**src/rtl/mdclcg_pkg.sv**
```systemverilog
// Shared defaults and FSM encoding for the multiply-by-shift-add LCG
// state controller.
package mdclcg_pkg;

  localparam int unsigned MDCLCG_WIDTH = 64;
  localparam int unsigned MDCLCG_SH1   = 0;
  localparam int unsigned MDCLCG_SH2   = 16;
  localparam int unsigned MDCLCG_INC   = 1;

  typedef enum logic {
    ST_UNSEEDED = 1'b0,
    ST_RUN      = 1'b1
  } mdclcg_st_e;

endpackage

```
**src/rtl/mdclcg_state_ctrl.sv**
```systemverilog
// LCG state register, seed/advance FSM and valid/ready sample port;
// the three-operand adder lives beside this block.
module mdclcg_state_ctrl
  import mdclcg_pkg::*;
#(
  parameter int unsigned WIDTH = MDCLCG_WIDTH,
  parameter int unsigned SH1   = MDCLCG_SH1,
  parameter int unsigned SH2   = MDCLCG_SH2,
  parameter int unsigned INC   = MDCLCG_INC
) (
  input  logic             clk,
  input  logic             rst_n,
  input  logic             seed_load,
  input  logic [WIDTH-1:0] seed,
  input  logic             en,
  input  logic [WIDTH:0]   sum_in,
  input  logic             cout_in,
  output logic [WIDTH-1:0] op_a,
  output logic [WIDTH-1:0] op_b,
  output logic [WIDTH-1:0] op_c,
  output logic             cin,
  output logic [WIDTH-1:0] rand_out,
  output logic             rand_valid,
  input  logic             rand_ready,
  output logic             wrap,
  output logic             seeded,
  output logic [31:0]      sample_cnt
);

  mdclcg_st_e       st_q, st_d;
  logic [WIDTH-1:0] state_q, state_d;
  logic [WIDTH-1:0] rout_q, rout_d;
  logic             valid_q, valid_d;
  logic             wrap_q, wrap_d;
  logic [31:0]      cnt_q, cnt_d;
  logic             advance;
  logic             accept;

  assign op_a = state_q << SH1;
  assign op_b = state_q << SH2;
  assign op_c = WIDTH'(INC);
  assign cin  = 1'b0;

  assign advance = (st_q == ST_RUN) && en && !seed_load &&
                   (!valid_q || rand_ready);
  assign accept  = valid_q && rand_ready;

  always_comb begin
    st_d    = st_q;
    state_d = state_q;
    rout_d  = rout_q;
    valid_d = valid_q;
    wrap_d  = wrap_q;
    cnt_d   = cnt_q;
    if (seed_load) begin
      st_d    = ST_RUN;
      state_d = seed;
      valid_d = 1'b0;
      wrap_d  = 1'b0;
      cnt_d   = '0;
    end else begin
      if (accept) begin
        cnt_d   = cnt_q + 32'd1;
        valid_d = 1'b0;
      end
      if (advance) begin
        state_d = sum_in[WIDTH-1:0];
        rout_d  = sum_in[WIDTH-1:0];
        valid_d = 1'b1;
        wrap_d  = sum_in[WIDTH] | cout_in;
      end
    end
  end

  always_ff @(posedge clk or negedge rst_n) begin
    if (!rst_n) begin
      st_q    <= ST_UNSEEDED;
      state_q <= '0;
      rout_q  <= '0;
      valid_q <= 1'b0;
      wrap_q  <= 1'b0;
      cnt_q   <= '0;
    end else begin
      st_q    <= st_d;
      state_q <= state_d;
      rout_q  <= rout_d;
      valid_q <= valid_d;
      wrap_q  <= wrap_d;
      cnt_q   <= cnt_d;
    end
  end

  assign rand_out   = rout_q;
  assign rand_valid = valid_q;
  assign wrap       = wrap_q;
  assign seeded     = (st_q == ST_RUN);
  assign sample_cnt = cnt_q;

endmodule

```
**config.mk**
```make
export PLATFORM = sky130hd
export DESIGN_NAME = mdclcg_state_ctrl
export DESIGN_NICKNAME = d
export VERILOG_FILES = /design/src/rtl/mdclcg_pkg.sv /design/src/rtl/mdclcg_state_ctrl.sv
export SDC_FILE = /design/constraint.sdc
export NUM_CORES = 1
export LEC_CHECK = 0
export BUFFER_PORTS_ARGS = -buffer_cell sky130_fd_sc_hd__buf_4
export CORE_AREA = 5 5 164 166
export CTS_CLUSTER_DIAMETER = 100
export DETAILED_ROUTE_END_ITERATION = 16
export DIE_AREA = 0 0 169 171
export PLACE_DENSITY = 0.7
export SYNTH_ARGS = -nofsm -noshare
export SYNTH_HDL_FRONTEND = slang
export SYNTH_SLANG_ARGS = --single-unit
```
**constraint.sdc**
```tcl
create_clock -name clk -period 2.35 [get_ports clk]
set_input_delay 0.235 -clock clk [delete_from_list [all_inputs] [get_ports clk]]
set_output_delay 0.235 -clock clk [all_outputs]
set_load 0.05 [all_outputs]
```
==> key figures <==
Placed design
  • IO Port Bufs: 345
  • Pre-CTS WS: 0.108 ns
  • Placer Congestion: 0.783
  • Dpl cell area: 0.0103 sq mm
  • Cells after DPL: 1276
  • Post-DP HPWL: 17300 um

Timing
  • Unrepaired setup endpoints after global routing: no
  • Final period util: 94.3%
  • Final Hold Vio Count: 0
  • Max Clock Freq: 0.451 GHz
  • Worst Hold Slack: 0.0516 ns
  • Tmin final: 2.22 ns
  • Setup_tns: 0 ns
  • Setup violators final: 0
  • Slew Limit Fails: 0
  • Tightest Pin Transition: 0.845 ns
  • Final WS setup: 0.134 ns
  • Slew HR: 43.5%
  • Clk_skew: 0.0128 ns

Floorplanning
  • Overall die area: 0.0289 sq mm
  • Ports: 427
  • Core ar.: 0.0255 sq mm
  • Die X: 169 um
  • Rows: 59
  • Starting Density: 30.9%
  • Die height: 171 um

Final layout
  • Final Util: 42.7%
  • Final Cell Area: 0.0109 sq mm
  • Most common cell after layout, fill and taps aside: buf_4
  • Layout Nets: 1097
  • Area Overhead vs Synth: 38.4%
  • Layout cells sized above 1: 47.9%
  • Filler instances: 2433
  • Non-Filler Instances: 1308
  • Reg area: 0.00409 sq mm
  • Antenna cells: 0
  • Multi-input logic area: 0.00296 sq mm
  • Most frequent cells in the layout: buf_4 (349), dfrtp_1 (158), conb_1 (81), mux2_2 (66), a21o_1 (65)

Global route
  • Grt ovf: 0
  • Vias in the first global route: 6078
  • Initial antenna violation count: 0
  • Total track usage: 15.2%
  • First-pass GRT wire length: 34800 um
  • Largest net degree at the start of global routing: 87

Power and ir drop
  • Pwr dens: 879 mW/mm^2
  • Total power: 9.57 mW
  • Leak: 5.48 nW
  • Peak supply drop: 507 uV

Clock tree
  • CTS resizes: 0
  • Clock Tree Root: clkbuf_16
  • H-tree levels: 4
  • Clock Path Buffers: 2
  • CTS tree: built
  • Clock transition at the registers of the reported paths: 0.08 ns
  • Clk sink count: 163
  • Post-CTS Hold Buffers: 1
  • Num CTS Buffers: 17
  • Post-CTS Setup Inserts: 0
  • Clk_lat worst skew: 0.42 ns

Worst setup path
  • CP Launch Type: flip-flop
  • CP arrival: 2.56 ns
  • Reg-to-reg endpoint: sample_cnt[30]
  • Worst r2r src: sample_cnt[0]
  • WP data required: 2.69 ns
  • CP endpoint kind: flip-flop
  • Setup CP Type: reg -> reg
  • R2R setup slack: 0.13 ns
  • Reg2reg path depth: 5
  • Max Fanout on Critical Path: 9

Detailed routing
  • Final ANT Viol Nets: 0
  • Final WL: 23300 um
  • DR pass1 iterations: 4
  • Avg WL per Cell: 17.8 um
  • Vias/cell: 4.58
  • Vias: 5990
  • Drt first-iter violations: 249
  • DRC viols: 0

Yosys
  • Post-synth ARST share: 100%
  • Post-synthesis sequential area ratio: 51.8%
  • Synth Instances: 668
  • Warnings, synthesis: 0
  • Ys flop type: dfrtp_1
  • Mean Syn Cell Area: 11.8 sq um
  • Seq cells post-synth: 163
  • Mapped cell area: 0.00787 sq mm
  • EDFF count, synth: 0
  • Synth unique cells: 31

Hold path
  • Hold_sp: sum_in[8]
  • Hold Crit Endpoint: rand_out[8]
  • Hold path depth: 2
  • Hold WC Path Type: in -> reg

Status
  • Status: completed

Run
  • Max cap viols: 0
==> synth_stat cells (all sizes together) (4+ instances only) <==
cell type | count | area [sq um]
clkbuf | 24 | 90.1
buf | 140 | 1030
o21ai | 5 | 25.0
mux2 | 66 | 743
nand2 | 13 | 48.8
or3 | 4 | 25.0
nand4 | 8 | 65.1
xor2 | 6 | 52.6
o31ai | 13 | 97.6
and4 | 4 | 35.0
inv | 6 | 22.5
dfrtp | 163 | 4080
nor2 | 17 | 63.8
a21oi | 19 | 95.1
or4 | 17 | 128
a22o | 64 | 561
a21o | 65 | 488
nor4 | 5 | 37.5
nand3 | 11 | 55.1
xnor2 | 6 | 52.6
==> logic make-up (layout without fill, tap and decap cells) <==
logic type	after synthesis	in the layout	share of synthesized area [%]
buf+inv	170	396	14.5
flops	163	163	51.8
fa+ha+maj	1	1	0.159
compound gates	166	166	16.1
xor+xnor	12	12	1.34
mux	66	66	9.45
simple gates	88	88	6.50
other cells	2	81	0.0955
==> registers in the layout, summed over array words and instances (netlist names) <==
signal,flops
sample_cnt,32
op_a,64
rand_valid,1
rand_out,64
wrap,1
seeded,1
==> worst max-delay path by stage <==
stage | start | end | slack, ns | cells after the start
floorplan | sample_cnt[11] | sample_cnt[31] | -0.0004 | 6
global placement | sample_cnt[8] | sample_cnt[31] | 0.21 | 4
finish | sample_cnt[0] | sample_cnt[30] | 0.13 | 5
global route | sample_cnt[0] | sample_cnt[30] | 0.004 | 5
CTS | sample_cnt[0] | sample_cnt[30] | 0.12 | 5
detailed placement | sample_cnt[0] | sample_cnt[30] | 0.11 | 5
==> critical path, cell delays in order, from the launching register on <==
cell	delay, ns
dfrtp_2	0.41
ha_1	0.17
nand3_1	0.14
or4_1	0.73
or4_1	0.53
a21oi_1	0.16
==> power by group <==
part / total (mW) / internal [mW] / switching, mW
clock network: 2.91 / 1.63 / 1.27
logic: 3.31 / 0.997 / 2.31
registers: 3.36 / 3.13 / 0.230
total: 9.57 / 5.76 / 3.81
==> layout make-up <==
class	count	area share, %
Clock buffer	18	4.03
Clock inverter	13	1.49
Inverter	6	0.207
Multi-Input combinational cell	414	27.1
Sequential cell	163	37.5
Tap cell	335	3.85
Timing Repair Buffer	359	25.7
==> per-layer routing <==
metal / global-route usage, % / routed length [um] / vias to the layer above
met1: 19.5 / 9510 / 2933
met4: 4.41 / 389 / 0
met2: 25.1 / 11700 / 247
li1: - / - / 2786
met5: 0 / 0 / -
met3: 4.60 / 1750 / 24
(Power assumes the default switching activity.)
